<file path="config.mk">
export PLATFORM = sky130hd
export DESIGN_NAME = resp_tx_framer
export DESIGN_NICKNAME = d
export VERILOG_FILES = /design/src/rtl/resp_pkg.sv /design/src/rtl/resp_hold_slot.sv /design/src/rtl/resp_tx_framer.sv
export SDC_FILE = /design/constraint.sdc
export NUM_CORES = 1
export LEC_CHECK = 0
export ABC_AREA = 1
export CORE_ASPECT_RATIO = 1.25
export CORE_MARGIN = 5
export CORE_UTILIZATION = 28
export DETAILED_ROUTE_END_ITERATION = 10
export DONT_BUFFER_PORTS = 1
export PLACE_DENSITY = 0.46
export SYNTH_ARGS = -nofsm -noshare
export SYNTH_HDL_FRONTEND = slang
export SYNTH_SLANG_ARGS = --single-unit
</file>
<file path="constraint.sdc">
create_clock -name clk -period 4.2 [get_ports clk]
set_clock_uncertainty 0.15 [all_clocks]
set_input_delay 0.42 -clock clk [delete_from_list [all_inputs] [get_ports clk]]
set_output_delay 0.42 -clock clk [all_outputs]
set_load 0.02 [all_outputs]
</file>
<file path="src/rtl/resp_pkg.sv">
// Shared definitions for the UART response framer: frame type codes, FSM
// encoding and the byte-select helper used to serialize a response frame.
package resp_pkg;

  localparam logic [7:0] SOF_DEFAULT = 8'h55;
  localparam int         RD_LEN      = 4;
  localparam int         WR_LEN      = 3;

  typedef enum logic [1:0] {
    RSP_RD = 2'b00,
    RSP_WR = 2'b10
  } rsp_type_e;

  typedef enum logic [2:0] {
    IDLE      = 3'd0,
    LOAD      = 3'd1,
    SEND      = 3'd2,
    WAIT_BUSY = 3'd3,
    WAIT_DONE = 3'd4,
    FINISH    = 3'd5
  } resp_state_e;

  typedef struct packed {
    rsp_type_e   typ;
    logic [5:0]  addr;
    logic [7:0]  data;
  } rsp_frame_t;

  function automatic logic [1:0] last_idx(input rsp_type_e t);
    return (t == RSP_RD) ? 2'(RD_LEN - 1) : 2'(WR_LEN - 1);
  endfunction

  // Byte idx of a frame; write frames put their checksum at index 2.
  function automatic logic [7:0] frame_byte(input rsp_frame_t f,
                                            input logic [1:0] idx,
                                            input logic [7:0] sof);
    logic [7:0] hdr;
    hdr = {f.typ, f.addr};
    case (idx)
      2'd0:    return sof;
      2'd1:    return hdr;
      2'd2:    return (f.typ == RSP_RD) ? f.data : hdr;
      default: return hdr ^ f.data;
    endcase
  endfunction

endpackage

</file>
<file path="src/rtl/resp_hold_slot.sv">
// One-entry pending response slot with sticky overflow flag.
module resp_hold_slot
  import resp_pkg::*;
(
  input  logic       clk,
  input  logic       reset,
  input  logic       load,
  input  rsp_frame_t load_frame,
  input  logic       pop,
  input  logic       drop,
  input  logic       ovf_clr,
  output logic       full,
  output rsp_frame_t frame,
  output logic       ovf
);

  logic accept;
  logic ovf_set;

  // A pop in the same cycle frees the entry, so a full slot can still take a load.
  assign accept  = load && (!full || pop);
  assign ovf_set = drop || (load && full && !pop);

  always_ff @(posedge clk) begin
    if (!reset) begin
      full  <= 1'b0;
      frame <= '0;
      ovf   <= 1'b0;
    end else begin
      if (accept) begin
        frame <= load_frame;
        full  <= 1'b1;
      end else if (pop) begin
        full  <= 1'b0;
      end
      if (ovf_set)      ovf <= 1'b1;
      else if (ovf_clr) ovf <= 1'b0;
    end
  end

endmodule

</file>
<file path="src/rtl/resp_tx_framer.sv">
// Builds read/write response frames from register-file completions and feeds
// them byte by byte to uart_tx over a start/busy handshake.
module resp_tx_framer
  import resp_pkg::*;
#(
  parameter logic [7:0] SOF_BYTE = SOF_DEFAULT,
  parameter int         ADDR_W   = 6
) (
  input  logic              clk,
  input  logic              reset,
  input  logic              rd_valid,
  input  logic [ADDR_W-1:0] rd_addr,
  input  logic [7:0]        rd_data,
  input  logic              wr_valid,
  input  logic [ADDR_W-1:0] wr_addr,
  input  logic              tx_busy,
  output logic              tx_start,
  output logic [7:0]        tx_data,
  output logic              resp_busy,
  output logic              ovf,
  input  logic              ovf_clr
);

  resp_state_e state_q, state_d;
  rsp_frame_t  active_q, ev_frame, slot_frame;
  logic        active_valid;
  logic [1:0]  byte_idx;
  logic        ev_valid, capture_active, slot_load, slot_pop, slot_full;
  logic        at_last;

  // A simultaneous read and write keeps the read; the write is reported as dropped.
  always_comb begin
    ev_frame = '0;
    if (rd_valid) begin
      ev_frame.typ  = RSP_RD;
      ev_frame.addr = 6'(rd_addr);
      ev_frame.data = rd_data;
    end else begin
      ev_frame.typ  = RSP_WR;
      ev_frame.addr = 6'(wr_addr);
    end
  end

  assign ev_valid       = rd_valid | wr_valid;
  assign capture_active = ev_valid && (state_q == IDLE) && !active_valid && !slot_full;
  assign slot_load      = ev_valid && !capture_active;
  assign at_last        = (byte_idx == last_idx(active_q.typ));

  resp_hold_slot u_slot (
    .clk        (clk),
    .reset      (reset),
    .load       (slot_load),
    .load_frame (ev_frame),
    .pop        (slot_pop),
    .drop       (rd_valid & wr_valid),
    .ovf_clr    (ovf_clr),
    .full       (slot_full),
    .frame      (slot_frame),
    .ovf        (ovf)
  );

  always_comb begin
    state_d  = state_q;
    tx_start = 1'b0;
    slot_pop = 1'b0;
    case (state_q)
      IDLE: begin
        if (active_valid)   state_d  = LOAD;
        else if (slot_full) slot_pop = 1'b1;
      end
      LOAD: state_d = SEND;
      SEND: begin
        if (!tx_busy) begin
          tx_start = reset;
          state_d  = WAIT_BUSY;
        end
      end
      WAIT_BUSY: if (tx_busy) state_d = WAIT_DONE;
      WAIT_DONE: begin
        if (!tx_busy) state_d = at_last ? FINISH : SEND;
      end
      FINISH: begin
        if (slot_full) begin
          slot_pop = 1'b1;
          state_d  = LOAD;
        end else begin
          state_d  = IDLE;
        end
      end
      default: state_d = IDLE;
    endcase
  end

  always_ff @(posedge clk) begin
    if (!reset) begin
      state_q      <= IDLE;
      active_q     <= '0;
      active_valid <= 1'b0;
      byte_idx     <= 2'd0;
      tx_data      <= 8'h00;
    end else begin
      state_q <= state_d;
      if (capture_active) begin
        active_q     <= ev_frame;
        active_valid <= 1'b1;
      end else if (slot_pop) begin
        active_q     <= slot_frame;
        active_valid <= 1'b1;
      end else if (state_q == LOAD) begin
        active_valid <= 1'b0;
      end
      // tx_data only moves in LOAD or once uart_tx has released the byte.
      if (state_q == LOAD) begin
        byte_idx <= 2'd0;
        tx_data  <= frame_byte(active_q, 2'd0, SOF_BYTE);
      end else if (state_q == WAIT_DONE && !tx_busy && !at_last) begin
        byte_idx <= byte_idx + 2'd1;
        tx_data  <= frame_byte(active_q, byte_idx + 2'd1, SOF_BYTE);
      end
    end
  end

  assign resp_busy = (state_q != IDLE) | slot_full | active_valid;

endmodule
</file>
==> impl_metrics.ini, run 1 <==
[logic_synthesis]
synth_cell_types = 30
ys_seq_area_frac = 0.335
synth_commonest_cells = 147 x nand2_1, 88 x nor2_1, 46 x dfxtp_1
synth_most_common_cell = nand2_1
synthTopCellsByArea = dfxtp_1 34%, nand2_1 20%, nor2_1 12%, inv_1 5.9%, nand3_1 3.8%
synth-edff-count = 0
syn-cell-area_um2 = 2750
syn_avg_cell_area_um2 = 6.26
synth.net_count = 470
synthArstFlopShare = 0
synth.top_cell.area_share = 0.335
synth_cells = 439
synth_flop_cell = dfxtp_1
synth_top_cell_by_area = dfxtp_1
ys_seq_elements = 46
yosysWarningCount = 0

[clock_network]
clk_pin_slew_worst_paths_ps = 60
cts_sinks = 46
cts_setup_buffers = 0
tritoncts = yes
cts_hold_buf = 0
cts_buffers = 5
postCtsResizedCells = 0
worst_skew_pair.late_latency_ps = 280
htreeDepth = 2
root_buffer = clkbuf_16
clockBufferDepth = 2

[flow_run]
maxCapViolations = 0

[global_route]
grt.overflow.total = 0
grt_pass1_vias = 2266
grt_pass1_wl_um = 11600
antenna_found_initial = 0
grtUsageTotal = 0.121
grt_max_degree = 36

[critical_path]
worstPathRequired_ps = 3630
path_class = flip-flop to output pin
cp.arrival_ps = 1560
path_max_fanout = 9
worstSetupEndpointType = output pin
startpoint_type = flip-flop

[die]
start_util = 0.286
die_area_um2 = 11900
rows = 40
dieWidth_um = 98.6
core_area_um2 = 9610
dieHeight_um = 121
io_pins = 37

[routing]
route.detailed.wl_per_inst_um = 12.3
drt_first_pass_iters = 4
vias_per_cell = 4.42
num_vias = 2458
ant_nets = 0
drtIter0Drc = 83
route.detailed.drc = 0
wirelength_um = 6830

[final_layout]
diodes = 0
drive_above_1_share = 0.0744
nFillCells = 1132
area_growth_pct = 5.87
final_cell_area_um2 = 2910
finalNetCount = 461

[placed_design]
placed_area_um2 = 2770
hpwl_um = 5060
port_buffers = 0
place_congestion = 0.815

[outcome]
outcome = completed

[sta]
finalHoldViolations = 0
final.setup.tns_ps = 0
fin_crit_sh = 0.508
slew_headroom = 0.556
fmax_mhz = 469
setup_viol = 0
fin_crit_ps = 2130
slew_violations = 0
rsz0062_at_grt = no
worst_slew_pin_slew_ps = 665

[power]
power_density_nw_per_um2 = 780
finalPower_w = 0.00227
leakage_nw = 1.41
ir_drop_v = 0.000198

[min_path]
min_path_type = input port to flip-flop
final timing paths:
kind,end,slack [ps],from,cells past startpoint
max,tx_start,2070,state_q[2]$_SDFFE_PN0P_,3
min,u_slot.frame[2]$_SDFFE_PN0P_,100,reset,2
max reg2reg,active_q[15]$_SDFFE_PN0P_,2170,state_q[2]$_SDFFE_PN0P_,7
min reg2reg,u_slot.frame[4]$_SDFFE_PN0P_,330,u_slot.frame[4]$_SDFFE_PN0P_,2
state kept, by name, summed over array words and instances (netlist names):
register and count:
u_slot.full 1, byte_idx 2, u_slot.ovf 1, active_valid 1
u_slot.frame 15, tx_data 8, state_q 3, active_q 15
layer usage:
metal / GRT usage / part of all wire / vias to the layer above
met5: 0 / 0 / -
met4: 0.0376 / 0.017 / 0
met3: 0.0237 / 0.034 / 7
met2: 0.203 / 0.48 / 37
met1: 0.155 / 0.47 / 1095
li1: - / - / 1319
area by class of cell:
type                       instances  area (um2)  share of cell area
clock buffer                       5         125              0.0430
sequential                        46         921               0.317
clock inverter                     2        10.0             0.00344
tap                              126         158              0.0542
multi-input combinational        332        1530               0.525
inverter                          45         169              0.0581
cell usage in the layout (no fill, tap or decap), drive strengths merged, types with 2 or more instances in the layout:
| cell type | netlist | routed |
|---|---|---|
| mux2i | 6 | 6 |
| inv | 44 | 44 |
| nor2 | 94 | 94 |
| nand3 | 23 | 23 |
| clkinv | 1 | 3 |
| clkbuf | 5 | 5 |
| dfxtp | 46 | 46 |
| nand4 | 2 | 2 |
| ha | 5 | 5 |
| o21ai | 17 | 17 |
| or2 | 6 | 6 |
| a21oi | 20 | 20 |
| nand2 | 156 | 156 |
stage by stage:
step,worst slack [ps],hold WS (ps),utilization,cells
final,2070,103,0.303,556
after CTS,2040,91.6,0.303,556
after global routing,1990,100,0.303,556
after floorplan,2380,295,-,439
after detailed placement,2150,322,0.289,549
after global placement,2210,315,0.289,549
worst max-delay path, stage by stage (launching register included):
cell     delay, ps
dfxtp_1        410
nor2_4         250
nand2_1        110
nor3_1         510
cells by family (layout without fill, tap and decap cells):
family / after synthesis / in the layout / synth area share
multiplexers: 6 / 6 / 0.0219
AO/OA/AOI/OAI: 38 / 38 / 0.0697
adder cells (fa/ha/maj): 5 / 5 / 0.0228
buffers and inverters: 61 / 52 / 0.109
XOR/XNOR: 1 / 1 / 0.00319
flip-flops: 46 / 46 / 0.335
AND/OR/NAND/NOR: 282 / 282 / 0.438
report_power, final:
part | switching (W) | total (W) | internal, W | leakage [nW]
combinational | 0.000745 | 0.00112 | 0.000376 | 0.960
clock | 0.000167 | 0.000382 | 0.000215 | 0.0694
sequential | 0.000157 | 0.000766 | 0.000609 | 0.379
(Power assumes the default switching activity.)
==> run 2: changes to the inputs <==
--- a/config.mk
+++ b/config.mk
@@ -5,13 +5,13 @@
 export SDC_FILE = /design/constraint.sdc
 export NUM_CORES = 1
 export LEC_CHECK = 0
-export ABC_AREA = 1
+export ABC_AREA = 0
 export CORE_ASPECT_RATIO = 1.25
 export CORE_MARGIN = 5
 export CORE_UTILIZATION = 28
 export DETAILED_ROUTE_END_ITERATION = 10
 export DONT_BUFFER_PORTS = 1
-export PLACE_DENSITY = 0.46
+export PLACE_DENSITY = 0.48
 export SYNTH_ARGS = -nofsm -noshare
 export SYNTH_HDL_FRONTEND = slang
 export SYNTH_SLANG_ARGS = --single-unit
==> constraint.sdc (replaced) <==
create_clock -name clk -period 1.8 [get_ports clk]
set_clock_uncertainty 0.15 [all_clocks]
set_input_delay 0.18 -clock clk [delete_from_list [all_inputs] [get_ports clk]]
set_output_delay 0.18 -clock clk [all_outputs]
set_load 0.02 [all_outputs]
==> impl_metrics.ini, run 2 <==
[routing]
drt_first_pass_iters = 4
route.detailed.wl_per_inst_um = 14.5
num_vias = 2111
drtIter0Drc = 116
ant_nets = 0
vias_per_cell = 4.88
wirelength_um = 6290
route.detailed.drc = 0

[logic_synthesis]
synthTopCellsByArea = dfxtp_1 37%, nand3_1 6.5%, a21oi_1 4.7%, nand2_1 4.4%, o22ai_1 4.3%
syn-cell-area_um2 = 2470
synth_cell_types = 53
synth-edff-count = 0
syn_avg_cell_area_um2 = 8.47
ys_seq_area_frac = 0.372
synth_flop_cell = dfxtp_1
synth.net_count = 323
ys_seq_elements = 46
synth.top_cell.area_share = 0.372
synthArstFlopShare = 0
synth_cells = 292
synth_most_common_cell = dfxtp_1
yosysWarningCount = 0
synth_commonest_cells = 46 x dfxtp_1, 32 x nand3_1, 29 x nand2_1
synth_top_cell_by_area = dfxtp_1

[global_route]
grt.overflow.total = 0
grt_pass1_wl_um = 10600
grt_max_degree = 42
grt_pass1_vias = 2083
antenna_found_initial = 0
grtUsageTotal = 0.124

[sta]
worst_slew_pin_slew_ps = 713
fin_crit_sh = 0.941
finalHoldViolations = 0
setup_viol = 0
slew_violations = 0
rsz0062_at_grt = no
final.setup.tns_ps = 0
fin_crit_ps = 1690
fmax_mhz = 590
slew_headroom = 0.523

[critical_path]
cp_num_buf_inv = 1
cpMaxStageDelayCell = or3_4
cp_common_cell = a21oi_1
path_max_fanout = 6
r2r_slack_ps = 110
cp_cell_sequence = inv_1 -> ha_1 -> or3_4 -> a21oi_1 -> a21oi_1 -> nand2_1 -> o22ai_1
cp.arrival_ps = 1760
cpLargestDelayFamily = simple AND/OR/NAND/NOR gates
path_class = flip-flop to flip-flop
r2r-end = tx_data[1]$_SDFFE_PP0P_
startpoint_type = flip-flop
cpPeakStageDelay_ps = 410
worstReg2RegStart = byte_idx[1]$_SDFFE_PP0P_
worstPathRequired_ps = 1870
ff2ff_path_depth = 7
worstSetupEndpointType = flip-flop

[final_layout]
final_cell_area_um2 = 2900
area_growth_pct = 17.2
diodes = 0
nFillCells = 943
multiInputGateArea_um2 = 1330
regArea_um2 = 928
final_common_cell = dfxtp_1
drive_above_1_share = 0.192
finalNetCount = 343
reg.largest.list = active_q: 15 flops, u_slot.frame: 15 flops, tx_data: 8 flops
final_cell_mix = 42 x dfxtp_1, 32 x nand3_1, 29 x nand2_1, 23 x a21oi_1, 21 x buf_4

[power]
power_density_nw_per_um2 = 1450
leakage_nw = 1.13
ir_drop_v = 0.000421

[die]
core_area_um2 = 8650
rows = 38
start_util = 0.286
io_pins = 37
die_area_um2 = 10800
dieHeight_um = 115
dieWidth_um = 94.0

[placed_design]
port_buffers = 0
hpwl_um = 4440
place_congestion = 0.758
placed_area_um2 = 2630

[outcome]
outcome = completed

[flow_run]
maxCapViolations = 0

[clock_network]
tritoncts = yes
cts_buffers = 5
cts_sinks = 46
clockBufferDepth = 2
worst_skew_pair.late_latency_ps = 310
clk_pin_slew_worst_paths_ps = 90
htreeDepth = 2
root_buffer = clkbuf_8

[min_path]
whs_endpoint = active_q[15]$_SDFFE_PN0P_
hp-start = wr_valid
min_path_type = input port to flip-flop
whs_path_depth = 3
-- run 2: cells by family after synthesis --
| group | count (synthesis) | synth area share |
|---|---|---|
| fa+ha+maj | 5 | 0.0253 |
| xor+xnor | 2 | 0.00709 |
| flops | 46 | 0.372 |
| mux | 14 | 0.0612 |
| buf+inv | 33 | 0.0906 |
| simple gates | 104 | 0.214 |
| compound gates | 88 | 0.230 |
-- run 2: repair_timing --
action	4_1_cts	5_1_grt
hold endpoints to repair	42	0
buffers inserted	0	2
endpoints found under the setup margin	0	34
gates resized for setup	0	5
hold buffers	13	0
-- run 2: worst max path at each step --
stage	start	endpoint	cells after the start
floorplan	byte_idx[0]$_SDFFE_PP0P_	tx_data[5]$_SDFFE_PP0P_	9
global placement	byte_idx[0]$_SDFFE_PP0P_	tx_data[1]$_SDFFE_PP0P_	7
detailed placement	byte_idx[0]$_SDFFE_PP0P_	tx_data[1]$_SDFFE_PP0P_	7
CTS	byte_idx[0]$_SDFFE_PP0P_	tx_data[1]$_SDFFE_PP0P_	7
global route	byte_idx[1]$_SDFFE_PP0P_	tx_data[1]$_SDFFE_PP0P_	7
finish	byte_idx[1]$_SDFFE_PP0P_	tx_data[1]$_SDFFE_PP0P_	7
-- run 2: area by class of cell --
cell class	count	share of cell area
inverters	8	0.0104
well taps	120	0.0518
multi-input cells	213	0.460
clock buffers	5	0.0237
repair buffers	38	0.127
clock inverters	3	0.00648
flip-flops and latches	46	0.320
-- run 2: power breakdown --
group          leakage (nW)  internal, W  total (W)  switching [W]
Combinational         0.698     0.000863    0.00188        0.00101
Sequential            0.379      0.00134    0.00168       0.000342
Clock                0.0483     0.000274   0.000654       0.000380
-- run 2: through the flow --
| stage | hold WS (ps) | util | setup slack [ps] | power, W | std cells |
|---|---|---|---|---|---|
| 2_1_floorplan | 174 | - | 12.5 | 0.00306 | 292 |
| 3_3_place_gp | 143 | 0.304 | 21.9 | 0.00350 | 410 |
| 3_5_place_dp | 148 | 0.304 | 5.88 | 0.00352 | 410 |
| 4_1_cts | 8.97 | 0.330 | 3.94 | 0.00425 | 431 |
| 5_1_grt | 25.4 | 0.335 | 20.0 | 0.00456 | 433 |
| 6_report | 19.8 | 0.335 | 106 | 0.00421 | 433 |
-- run 2: layer usage --
layer  routed length (um)  global-route usage  vias up
li1                     -                   -     1095
met1                 2780               0.145      966
met2                 3110               0.207       38
met3                  250              0.0334       12
met4                  144              0.0597        0
met5                    0                   0        -
-- run 2: worst reg2reg max path, cell delays in order, from the launching register on --
cell and delay, ps:
dfxtp_2 380, inv_1 90, ha_1 200, or3_4 410, a21oi_1 160, a21oi_1 50
nand2_1 80, o22ai_1 70
==> run 3: changes to the inputs <==
--- a/config.mk
+++ b/config.mk
@@ -12,6 +12,7 @@
 export DETAILED_ROUTE_END_ITERATION = 10
 export DONT_BUFFER_PORTS = 1
 export PLACE_DENSITY = 0.48
+export RECOVER_POWER = 25
 export SYNTH_ARGS = -nofsm -noshare
 export SYNTH_HDL_FRONTEND = slang
 export SYNTH_SLANG_ARGS = --single-unit
==> impl_metrics.ini, run 3 (synthesis results as in run 2) <==
[final_layout]
diodes = 0
nFillCells = 944
regArea_um2 = 928
drive_above_1_share = 0.188
reg.largest.list = active_q: 15 flops, u_slot.frame: 15 flops, tx_data: 8 flops
layout.cells.non_filler = 433
final_common_cell = dfxtp_1
final_cell_area_um2 = 2890
multiInputGateArea_um2 = 1330
finalNetCount = 343
final_cell_mix = 42 x dfxtp_1, 32 x nand3_1, 29 x nand2_1, 23 x a21oi_1, 21 x buf_4
area_growth_pct = 16.9

[clock_network]
clk_pin_slew_worst_paths_ps = 90
worst_skew_pair.late_latency_ps = 310
tritoncts = yes
cts_buffers = 5
root_buffer = clkbuf_8
htreeDepth = 2
cts_sinks = 46
clockBufferDepth = 2

[critical_path]
path_class = flip-flop to flip-flop
r2r_slack_ps = 110
worstSetupEndpointType = flip-flop
path_max_fanout = 6
cp.arrival_ps = 1760
worstPathRequired_ps = 1870
startpoint_type = flip-flop

[global_route]
grt.overflow.total = 0
use_met2 = 0.207
grt_busiest_layer = met2
grt_max_degree = 42
antenna_found_initial = 0
grt_pass1_wl_um = 10600
grtUsageTotal = 0.124
grtUsageMet1 = 0.145
grt_pass1_vias = 2083
gr-usage-met3 = 0.0334

[die]
core_area_um2 = 8650
dieHeight_um = 115
start_util = 0.286
io_pins = 37
die_area_um2 = 10800
rows = 38
dieWidth_um = 94.0

[min_path]
min_path_type = input port to flip-flop

[sta]
finalHoldViolations = 0
worst_slew_pin_slew_ps = 713
fin_crit_ps = 1690
fin_crit_sh = 0.939
rsz0062_at_grt = no
slew_violations = 0
final.setup.tns_ps = 0
setup_viol = 0
slew_headroom = 0.523
holdWs_ps = 19.9
fmax_mhz = 592
fin_ws_ps = 110

[power]
ir_drop_v = 0.000422
leakage_nw = 1.12
power_density_nw_per_um2 = 1460

[routing]
route.detailed.drc = 0
ant_nets = 0
route.detailed.wl_per_inst_um = 14.5
drt_first_pass_iters = 4
drtIter0Drc = 99
num_vias = 2112
vias_per_cell = 4.88
wirelength_um = 6270

[placed_design]
placed_area_um2 = 2630
dp.cells = 410
port_buffers = 0
place_ws_ps = 5.88
hpwl_um = 4440
place_congestion = 0.758

[flow_run]
maxCapViolations = 0

[outcome]
outcome = completed
-- run 3: cell counts in the layout (fill, tap and decap cells not counted) --
No cell type changed its count.
-- run 3: worst max-delay path, cell delays in order (launching register included) --
cell and delay (ps):
dfxtp_2 380, inv_1 80, ha_1 200, or3_4 410, a21oi_1 160, a21oi_1 50
nand2_1 80, o22ai_1 70
-- run 3: report_power, final --
| group | internal [W] | total [W] | switching, W |
|---|---|---|---|
| logic | 0.000862 | 0.00187 | 0.00101 |
| clock network | 0.000274 | 0.000653 | 0.000379 |
| registers | 0.00134 | 0.00168 | 0.000341 |
-- run 3: area by class of cell --
cell class	instances	area share
Clock buffer	5	0.0238
Clock inverter	3	0.00649
Inverter	8	0.0104
Multi-Input combinational cell	213	0.458
Sequential cell	46	0.321
Tap cell	120	0.0519
Timing Repair Buffer	38	0.128
-- run 3: path summary, 6_finish.rpt --
path	startpoint	to	cells past startpoint
setup / recovery	byte_idx[1]$_SDFFE_PP0P_	tx_data[1]$_SDFFE_PP0P_	7
hold / removal	wr_valid	active_q[15]$_SDFFE_PN0P_	3
setup reg to reg	byte_idx[1]$_SDFFE_PP0P_	tx_data[1]$_SDFFE_PP0P_	7
hold reg to reg	u_slot.frame[3]$_SDFFE_PN0P_	u_slot.frame[3]$_SDFFE_PN0P_	2
-- run 3: repair_timing --
action	4_1_cts	5_1_grt
hold buffers	13	0
endpoints found under the setup margin	0	34
buffers inserted	0	2
endpoints found under the hold margin	42	0
gates resized for setup	0	5
-- run 3: through the flow --
step	power [W]	util
after floorplan	0.00306	-
after global placement	0.00350	0.304
after detailed placement	0.00352	0.304
after CTS	0.00425	0.330
after global routing	0.00456	0.334
final	0.00421	0.334
-- run 3: routing by layer --
layer  part of all wire  vias up  wire [um]
met4              0.023        0        144
li1                   -     1096          -
met3              0.039       12        244
met5                  0        -          0
met2               0.50       34       3110
met1               0.44      970       2770
